--- src/rtl/ext_pkg.sv ---
// Immediate-extension helpers shared by the pipelined extender, the
// single-cycle extender path and the ALU source mux.
package ext_pkg;

  localparam logic [1:0] EXT_ZERO   = 2'b00;
  localparam logic [1:0] EXT_SIGN   = 2'b01;
  localparam logic [1:0] EXT_UPPER  = 2'b10;
  localparam logic [1:0] EXT_BRANCH = 2'b11;

  // Widest operand the helper handles; callers truncate to their OUT_W.
  localparam int EXT_MAX_W = 64;
  typedef logic [EXT_MAX_W-1:0] ext_word_t;

  // Extend an in_w-bit immediate to out_w bits. Bits above out_w in the
  // result are junk (sign fill) and must be dropped by the caller.
  function automatic ext_word_t ext_imm(input ext_word_t imm, input logic [1:0] mode,
                                        input int in_w, input int out_w);
    ext_word_t mask, sbit, imm_m, sext, res;
    mask  = {EXT_MAX_W{1'b1}} >> (EXT_MAX_W - in_w);
    sbit  = ext_word_t'(1) << (in_w - 1);
    imm_m = imm & mask;
    sext  = ((imm_m & sbit) != '0) ? (imm_m | ~mask) : imm_m;
    case (mode)
      EXT_ZERO:  res = imm_m;
      EXT_SIGN:  res = sext;
      EXT_UPPER: res = imm_m << (out_w - in_w);
      default:   res = sext << 2;
    endcase
    return res;
  endfunction

endpackage

--- src/rtl/ext_fifo.sv ---
// Synchronous FIFO holding extended operands + tags. Head is forced to zero
// when empty so downstream never sees stale payload.
module ext_fifo #(
  parameter int W     = 37,
  parameter int DEPTH = 2
) (
  input  logic         clk,
  input  logic         rst,
  input  logic         push_i,
  input  logic         pop_i,
  input  logic [W-1:0] wdata_i,
  output logic         full_o,
  output logic         empty_o,
  output logic [W-1:0] rdata_o
);

  localparam int AW = $clog2(DEPTH);

  logic [W-1:0]  mem_q [DEPTH];
  logic [AW-1:0] wr_ptr_q, rd_ptr_q;
  logic [AW:0]   count_q;
  logic          push_ok, pop_ok;

  assign full_o  = (count_q == (AW+1)'(DEPTH));
  assign empty_o = (count_q == '0);
  assign push_ok = push_i & ~full_o;
  assign pop_ok  = pop_i & ~empty_o;
  assign rdata_o = empty_o ? '0 : mem_q[rd_ptr_q];

  // Pointer and occupancy tracking; pointers wrap naturally (DEPTH is 2^AW).
  always_ff @(posedge clk or posedge rst) begin
    if (rst) begin
      wr_ptr_q <= '0;
      rd_ptr_q <= '0;
      count_q  <= '0;
    end else begin
      if (push_ok) wr_ptr_q <= wr_ptr_q + 1'b1;
      if (pop_ok)  rd_ptr_q <= rd_ptr_q + 1'b1;
      count_q <= count_q + (AW+1)'(push_ok) - (AW+1)'(pop_ok);
    end
  end

  // Storage array; contents are don't-care until written, so no reset.
  always_ff @(posedge clk) begin
    if (push_ok) mem_q[wr_ptr_q] <= wdata_i;
  end

endmodule

--- src/rtl/imm_ext_pipe.sv ---
// Registered immediate extender: combinational extension on the input side,
// results queued in a small FIFO to ride out execute-stage stalls.
module imm_ext_pipe
  import ext_pkg::*;
#(
  parameter int IN_W  = 16,
  parameter int OUT_W = 32,
  parameter int TAG_W = 5,
  parameter int DEPTH = 2
) (
  input  logic             clk,
  input  logic             rst,
  input  logic             in_valid,
  output logic             in_ready,
  input  logic [IN_W-1:0]  in_imm,
  input  logic [1:0]       in_mode,
  input  logic [TAG_W-1:0] in_tag,
  output logic             out_valid,
  input  logic             out_ready,
  output logic [OUT_W-1:0] out_data,
  output logic [TAG_W-1:0] out_tag
);

  localparam int W = OUT_W + TAG_W;

  logic [OUT_W-1:0] ext_data;
  logic [W-1:0]     head;
  logic             full, empty;

  assign ext_data = OUT_W'(ext_imm(ext_word_t'(in_imm), in_mode, IN_W, OUT_W));

  // in_ready comes only from registered occupancy, never from out_ready.
  assign in_ready  = ~full;
  assign out_valid = ~empty;
  assign {out_data, out_tag} = head;

  ext_fifo #(.W(W), .DEPTH(DEPTH)) u_fifo (
    .clk     (clk),
    .rst     (rst),
    .push_i  (in_valid & ~full),
    .pop_i   (out_ready & ~empty),
    .wdata_i ({ext_data, in_tag}),
    .full_o  (full),
    .empty_o (empty),
    .rdata_o (head)
  );

endmodule

--- config.mk ---
export PLATFORM = sky130hd
export DESIGN_NAME = imm_ext_pipe
export DESIGN_NICKNAME = d
export VERILOG_FILES = /design/src/rtl/ext_pkg.sv /design/src/rtl/ext_fifo.sv /design/src/rtl/imm_ext_pipe.sv
export SDC_FILE = /design/constraint.sdc
export NUM_CORES = 1
export LEC_CHECK = 0
export CAP_MARGIN = 20
export CORE_ASPECT_RATIO = 1.5
export CORE_MARGIN = 10
export CORE_UTILIZATION = 55
export CTS_CLUSTER_SIZE = 30
export DETAILED_ROUTE_END_ITERATION = 16
export HOLD_SLACK_MARGIN = 0.1
export PLACE_DENSITY_LB_ADDON = 0.3
export SETUP_SLACK_MARGIN = 0.4
export SYNTH_ARGS = -nofsm -noshare
export SYNTH_HDL_FRONTEND = slang
export SYNTH_SLANG_ARGS = --single-unit
export TNS_END_PERCENT = 30
--- constraint.sdc ---
create_clock -name clk -period 5.34 [get_ports clk]
set_input_delay 1.068 -clock clk [delete_from_list [all_inputs] [get_ports clk]]
set_output_delay 1.068 -clock clk [all_outputs]
set_load 0.02 [all_outputs]
# --- After elaboration in Yosys (flattened, before gate mapping) ---
# Memories as Yosys holds them, arrays and structs flattened.
# Cells that the tools add are included.
totals:
  register_bits: 4
  ramBits: 74
  inputBits: 27
  output_inout_bits: 39
  word_cells: 24
  n_memories: 1
op_classes:
  addsub: 4
  eq_ne: 3
  n_mux: 5
  bitwise: 6
  reduce_logical: 2
mem_list:
  columns: ["memory", "words", "width", "rd", "rd_ports_with_merged_regs", "wr", "line_no", "text"]
  rows:
  - ["u_fifo.mem_q", 2, 37, 1, 0, 1, "ext_fifo.sv:19", "logic [W-1:0] mem_q [DEPTH];"]
op_table:
  columns: ["operator", "n"]
  rows:
  - ["32-bit one-hot mux with 3 select lines", 1]
  - ["37-bit 2-to-1 mux", 1]
  - ["32-bit 2-to-1 mux", 1]
  - ["1-bit bitwise AND", 4]
  - ["2-bit equality test (second input constant)", 2]
  - ["2-bit zero test", 2]
  - ["1-bit adder (second input constant)", 2]
  - ["2-bit by 1-bit adder with 2-bit output", 1]
  - ["2-bit by 1-bit equality test with 1-bit output (second input constant)", 1]
  - ["1-bit 2-to-1 mux", 2]
  - ["1-bit NOT", 2]
  - ["2-bit by 1-bit subtractor with 2-bit output", 1]

# --- Depth between registers and ports, before layout ---
# Gate-level depths: netlist of the first run.
depth:
  ltp_word: 6
  depth_mapped: 8
  ltp_nobuf: 8

# --- Hierarchy ---
# Synthesis of the first run repeated with hierarchy kept, for this count alone.
hier_totals:
  hier_cells: 222
  area_unflattened_um2: 3392.0
by_module_without_submodules:
  columns: ["module", "instances", "cells_per_inst", "area_each_um2", "seq_area_each_um2"]
  rows:
  - ["ext_fifo", 1, 175, 3025.4, 2322.2]
  - ["imm_ext_pipe", 1, 47, 366.6, 0.0]

# --- Worst setup path after synthesis of the first run ---
# OpenSTA, ideal clock, no wires.
synth_path:
  path_type: "input to register"
  from: "input in_valid"
  to: "memory u_fifo.mem_q[0][0] (enable)"
  setup_time_ns: 0.431
  arrival_ns: 2.726
  required_ns: 4.909
  slack_ns: 2.183
  path_stages: 2
  cell_sequence: "nand2_1 -> nor2_1"
synth_between:
  elab_chain_cells: 4
synth_rtl:
  columns: ["element", "line_no", "text"]
  rows:
  - ["start, declared", "imm_ext_pipe.sv:13", "input logic in_valid,"]
  - ["1-bit bitwise AND", "imm_ext_pipe.sv:40", ".push_i (in_valid & ~full),"]
  - ["1-bit bitwise AND", "ext_fifo.sv:26", "assign push_ok = push_i & ~full_o;"]
  - ["1-bit 2-to-1 mux", "ext_fifo.sv:45", "if (push_ok) mem_q[wr_ptr_q] <= wdata_i;"]
  - ["1-bit 2-to-1 mux (not written as such)", "ext_fifo.sv:45", null]
  - ["end, declared", "ext_fifo.sv:19", null]
# Every way passes these cells.

# --- Final worst setup path of the first run ---
layout_path:
  from: "register u_fifo.rd_ptr_q"
  to: "output out_data[13]"
layout_between:
  elab_chain_cells: 2
layout_rtl:
  columns: ["element", "line_no", "text"]
  rows:
  - ["start, declared", "ext_fifo.sv:20", "logic [AW-1:0] wr_ptr_q, rd_ptr_q;"]
  - ["start signal, assigned", "ext_fifo.sv:38", "if (pop_ok) rd_ptr_q <= rd_ptr_q + 1'b1;"]
  - ["memory 2 x 37 bit", null, null]
  - ["37-bit 2-to-1 mux", "ext_fifo.sv:28", "assign rdata_o = empty_o ? '0 : mem_q[rd_ptr_q];"]
  - ["end, declared", "imm_ext_pipe.sv:20", "output logic [OUT_W-1:0] out_data,"]
# Every way passes these cells.

==> metrics, run 1 <==
outcome finished clean; Row Count 35; routed vias ~2100; Place WS between 2 and 2.5 ns; Post-CTS Hold Buffers 0; Initial Util a little under three fifths; Clock Skew a little under 0.006 ns; worst flop-to-flop path endpoint u_fifo.count_q[1]; Avg Inst Size Synth 13.8 µm²; post-CTS setup buffers 0; Hold Slack about 0.55 ns; top-level I/O count 66; critical path required time 4.27 ns; DR WL/cell around 17 µm; vias in the first global route roughly 2200; Tcrit/Tclk final between 60% and 70%; WP depth 4; syn nets about 280; Post-Syn Instances between 200 and 250; CTS Buf Count 9; post-DP HPWL approximately 4400 µm; max-slew violations 0; FF-to-FF path depth 9; PnR worst setup slack between 2 and 2.5 ns; total power draw approximately 2.5 mW; PortBufs 65; Pre-Repair DR Iteration Count 5; Top FF cell, synth edfxtp_1; drt initial violations roughly 110; max-cap check violation count 0; P_leak between 1.5 and 2 nW; global route overflow 0; post-synthesis sequential area ratio about two thirds; CTS resizes 0; clock sinks a little under 80; fin cells between 300 and 400; DRC errors left 0; crit path time final between 3 and 4 ns; synthesized flop and latch total 78; crit path capture type output port; die width roughly 85 µm; CP max stage cell dfrtp_2; PwrDens between 500 and 600 nW/µm²; startpoint types flip-flop; Max Clock Freq roughly 0.31 GHz; crit-path cells buf_12 > mux2i_1 > nor2_1 > clkdlybuf4s50_1; Final Hold Vio Count 0; delay-heaviest family, CP buffers and inverters; pin count of the biggest net entering global routing 39; Yosys cell types 26; DR vias/cell 5.26; Slew Limit Headroom a little over 40%; dpl cell area approximately 4100 µm²; ANT nets after route 0; Total Wirelength 6720 µm; reg2reg start u_fifo.count_q[1]; clock slew at reported path FFs 0.07 ns; P&R area growth vs syn 25.1%; cell area after layout around 4300 µm²; CP peak stage delay ~0.66 ns; ys async rst share between 5 and 6%; CP Max Fanout 25; Placer Congestion 0.750; total core area 6130 µm²; Nets roughly 340; Yosys warnings 0; CP Buf/Inv Count 2; Netlist Area Pre-Place roughly 3400 µm²; Data arrival, critical path between 2 and 2.5 ns; Hold/Removal Path Class flip-flop to flip-flop; CTS tree yes; Post-synth EDFFs 74; final number of setup-violating endpoints 0; GR Util All Layers between 10% and 20%; RSZ-0062 raised after global routing no; Worst Setup SP u_fifo.rd_ptr_q; DIE HEIGHT roughly 120 µm; cell total after placement 375; global-route wire length before repair between 10000 and 15000 µm; setup tns final 0 ns; critical path type flip-flop to output port; peak supply drop 384 µV; r2r setup slk between 3 and 4 ns; Max clock buf depth 2; root buffer cell clkbuf_8; initial antenna violation count 0; CTS H-tree lvls 3; Slew @ Worst Pin ~0.9 ns; fraction of layout cells with a size suffix above 1 under 10%; clk_lat worst skew about 0.34 ns; die area between 9000 and 10000 µm²; Antenna Cells 0; Worst Setup EP out_data[13]; post-layout util a little over two thirds
cell type report:
class / instances / area (µm²)
fill: 457 / 1830
clock buffer: 9 / 124
multi-input combinational: 138 / 907
inverter: 19 / 71.3
tap: 74 / 92.6
timing repair buffer: 68 / 706
clock inverter: 6 / 77.6
sequential: 78 / 2320
cell usage after synthesis (3+ instances only):
library cell  number  area (µm²)
edfxtp_1          74        2220
nor2_1            41         154
mux2i_1           38         380
inv_1             18        67.6
nand2_1           15        56.3
a21o_1            14         105
o21ai_1           14        70.1
buf_6              5        56.3
dfrtp_1            4         100
buf_4              3        22.5
xnor2_1            3        26.3
cell families after synthesis:
family | count (synthesis) | synth area share, %
AO/OA/AOI/OAI | 29 | 5.35
buffers and inverters | 33 | 6.33
multiplexers | 38 | 11.1
adder cells (fa/ha/maj) | 2 | 0.728
AND/OR/NAND/NOR | 65 | 7.97
XOR/XNOR | 4 | 1.02
flip-flops | 78 | 67.5
power breakdown:
part / leakage (nW) / switching [mW] / internal [mW]
logic: 0.904 / 0.598 / 0.502
registers: 0.742 / 0.0715 / 0.850
clock network: 0.104 / 0.194 / 0.256
cells in the final DEF (no fill, tap or decap):
cell type and n:
a21o_1 14, a21oi_2 1, and2_1 1, and2_4 2, and3_2 1, buf_12 1, buf_16 1, buf_4 1
bufinv_16 2, clkbuf_8 9, clkdlybuf4s50_1 65, clkinv_1 2, clkinv_2 2, dfrtp_1 3, dfrtp_2 1, edfxtp_1 74
ha_1 2, inv_1 18, inv_2 1, mux2i_1 38, nand2_1 15, nand2b_1 1, nor2_1 40, nor2_2 1
nor2_4 1, nor2b_1 2, nor2b_2 1, o21ai_1 14, xnor2_1 3, xor2_1 1
how the worst min path moves through the flow:
stage / end / slack [ns] / from / cells past startpoint
2_1_floorplan: u_fifo.wr_ptr_q / 0.46 / u_fifo.wr_ptr_q / 1
3_3_place_gp: u_fifo.count_q[1] / 0.50 / u_fifo.count_q[1] / 1
3_5_place_dp: u_fifo.count_q[1] / 0.54 / u_fifo.count_q[1] / 1
4_1_cts: u_fifo.wr_ptr_q / 0.55 / u_fifo.wr_ptr_q / 1
5_1_grt: u_fifo.wr_ptr_q / 0.56 / u_fifo.wr_ptr_q / 1
6_report: u_fifo.count_q[1] / 0.55 / u_fifo.count_q[1] / 1
sequential cells by signal, summed over array words and instances, names as in the netlist:
| register | cells |
|---|---|
| u_fifo.count_q | 2 |
| u_fifo.mem_q | 74 |
| u_fifo.rd_ptr_q | 1 |
| u_fifo.wr_ptr_q | 1 |
worst reg2reg max path: cells and delay by family, from the launching register on:
family / cells / cell delay [ns]
simple gates: 2 / 0.31
buf+inv: 3 / 0.47
flops: 1 / 0.42
xor+xnor: 2 / 0.32
fa+ha+maj: 2 / 0.47
per-layer routing:
metal  GRT usage [%]  part of all wire, %
met1            14.2                   37
met2            25.1                   54
met3            5.96                  8.1
met4            5.62                  1.4
met5               0                    0
Note: power is estimated with default switching activity, not from simulation.
==> inputs of run 2 (changes only) <==
- CORE_UTILIZATION: 55 -> 47
- clock period: 5.34 -> 2.6 ns (I/O delays scaled with it)
==> run 2 against run 1 <==
Net effect: core utilization is 8.2 points lower; worst setup slack worse by 1.8 ns; routed wire length is 5.5% higher; critical endpoint is now out_data[12].
==> metrics, run 2 (synthesis gave the netlist of run 1 again) <==
initial antenna violation count 0; Max clock buf depth 2; Data arrival, critical path roughly 1.8 ns; Antenna Cells 0; Placer Congestion 0.790; Row Count 38; combinational power share around 44%; ANT nets after route 0; P&R area growth vs syn 29.3%; CTS Buf Count 9; share of power burned in registers about 35%; DR WL met2 ~3800 µm; cell area after layout between 4000 and 5000 µm²; CP Max Fanout 20; peak supply drop ~570 µV; crit path time final 2.33 ns; DRC errors left 0; Nets around 350; routed vias between 2000 and 2500; met3 routed WL 396 µm; CTS tree yes; pin count of the biggest net entering global routing 39; Initial Util between 40% and 50%; PwrDens between 1000 and 1500 nW/µm²; Post-CTS Hold Buffers 0; Slew Limit Headroom about 59%; most common cell after layout, fill and taps aside edfxtp_1; Clock power frac about a fifth; root buffer cell clkbuf_8; Top reg by flops u_fifo.mem_q; dpl cell area between 4000 and 5000 µm²; total core area slightly above 7000 µm²; FILL cells 566; most frequent cells in the layout edfxtp_1, clkdlybuf4s50_1, nor2_1; DR WL/cell roughly 17 µm; outcome finished clean; Hold/Removal Path Class input pin to asynchronous set/reset pin; clock sinks 78; startpoint types flip-flop; Max Clock Freq around 0.43 GHz; clock slew at reported path FFs about 0.07 ns; final number of setup-violating endpoints 0; critical path type flip-flop to output port; Hold Slack roughly 0.38 ns; clk_lat worst skew around 0.34 ns; Final Hold Vio Count 0; post-DP HPWL approximately 5000 µm; global-route wire length before repair approximately 11000 µm; met1 wire length roughly 2700 µm; CTS H-tree lvls 3; vias in the first global route between 2000 and 2500; DIE HEIGHT 125 µm; max-cap check violation count 0; critical path required time approximately 2.1 ns; Net Sw Power roughly 1.8 mW; Slew @ Worst Pin slightly above 0.6 ns; RSZ-0062 raised after global routing yes; die area 11200 µm²; Total Wirelength 7090 µm; drt initial violations between 100 and 150; largest registers u_fifo.mem_q (74), u_fifo.count_q (2); Clock Skew about 0.0038 ns; fraction of layout cells with a size suffix above 1 between 10% and 20%; top-level I/O count between 60 and 70; Tcrit/Tclk final between 80% and 90%; max-slew violations 0; DR top layer met4; setup tns final 0 ns; Pre-Repair DR Iteration Count 4; DR vias/cell roughly 4.9; P_leak between 1.5 and 2 nW; switching fraction of total power a little over a third; GR Util All Layers about an eighth; crit path capture type output port; global route overflow 0; die width approximately 90 µm; PortBufs 65; internal power around 3.4 mW; max FFs per register 74
run 2: changes by cell type in the layout (fill, tap and decap cells not counted), moves of 3 or more:
cell | before | now
clkdlybuf4s50_1 | 65 | 45
dlygate4sd2_1 | 0 | 11
dlymetal6s2s_1 | 0 | 9
buf_12 | 1 | 4
run 2: critical path, cell delays in order, from the launching register on:
cell             delay, ns
dfrtp_2               0.45
buf_12                0.18
mux2i_1               0.14
nor2_1                0.09
clkdlybuf4s50_1       0.61
run 2: power by group through the flow:
stage	sequential [mW]	combinational [mW]	clock, mW
after floorplan	1.84	1.43	0
after global placement	1.86	2.40	0
after detailed placement	1.88	2.42	0
after CTS	1.85	2.39	1.08
after global routing	1.88	2.49	1.13
final	1.84	2.31	1.06
run 2: layer usage:
layer | vias up | track usage, %
met1 | 999 | 12.7
met2 | 50 | 23.4
li1 | 1007 | -
met3 | 7 | 3.98
met4 | 0 | 5.73
met5 | - | 0
run 2: path summary, 6_finish.rpt:
check / startpoint / endpoint / slack [ns] / depth (start not counted)
max in group asynchronous: rst / u_fifo.rd_ptr_q / 2.05 / 2
setup reg to reg: u_fifo.count_q[1] / u_fifo.count_q[1] / 0.67 / 9
min in group clk: u_fifo.count_q[1] / u_fifo.count_q[1] / 0.52 / 1
setup / recovery: u_fifo.rd_ptr_q / out_data[12] / 0.27 / 4
hold / removal: rst / u_fifo.count_q[0] / 0.38 / 2
hold reg to reg: u_fifo.count_q[1] / u_fifo.count_q[1] / 0.52 / 1
run 2: area by class of cell:
| class | count | area [µm²] | share of cell area [%] |
|---|---|---|---|
| flip-flops and latches | 78 | 2320 | 52.3 |
| multi-input cells | 138 | 915 | 20.6 |
| repair buffers | 73 | 773 | 17.4 |
| clock buffers | 10 | 128 | 2.87 |
| well taps | 100 | 125 | 2.81 |
| clock inverters | 6 | 110 | 2.48 |
| inverters | 19 | 71.3 | 1.60 |
run 2: metrics by stage:
stage          setup slack (ns)  utilization [%]  power [mW]  std cells
2_1_floorplan             0.446                -        3.28        249
3_3_place_gp              0.508             58.2        4.26        407
3_5_place_dp              0.463             58.2        4.30        407
4_1_cts                   0.216             61.6        5.32        424
5_1_grt                   0.190             61.9        5.49        424
6_report                  0.267             61.9        5.21        424
run 2: what timing repair did:
item | in CTS | in global routing
setup endpoints to repair | 38 | 30
resized for setup | 14 | 9
buffers inserted | 1 | 0
cloned | 0 | 0
==> inputs of run 3 (changes only) <==
- GPL_TIMING_DRIVEN: unset -> 1
==> results of run 3 <==
Final layout, timing and power as in run 2 (identical DEF).
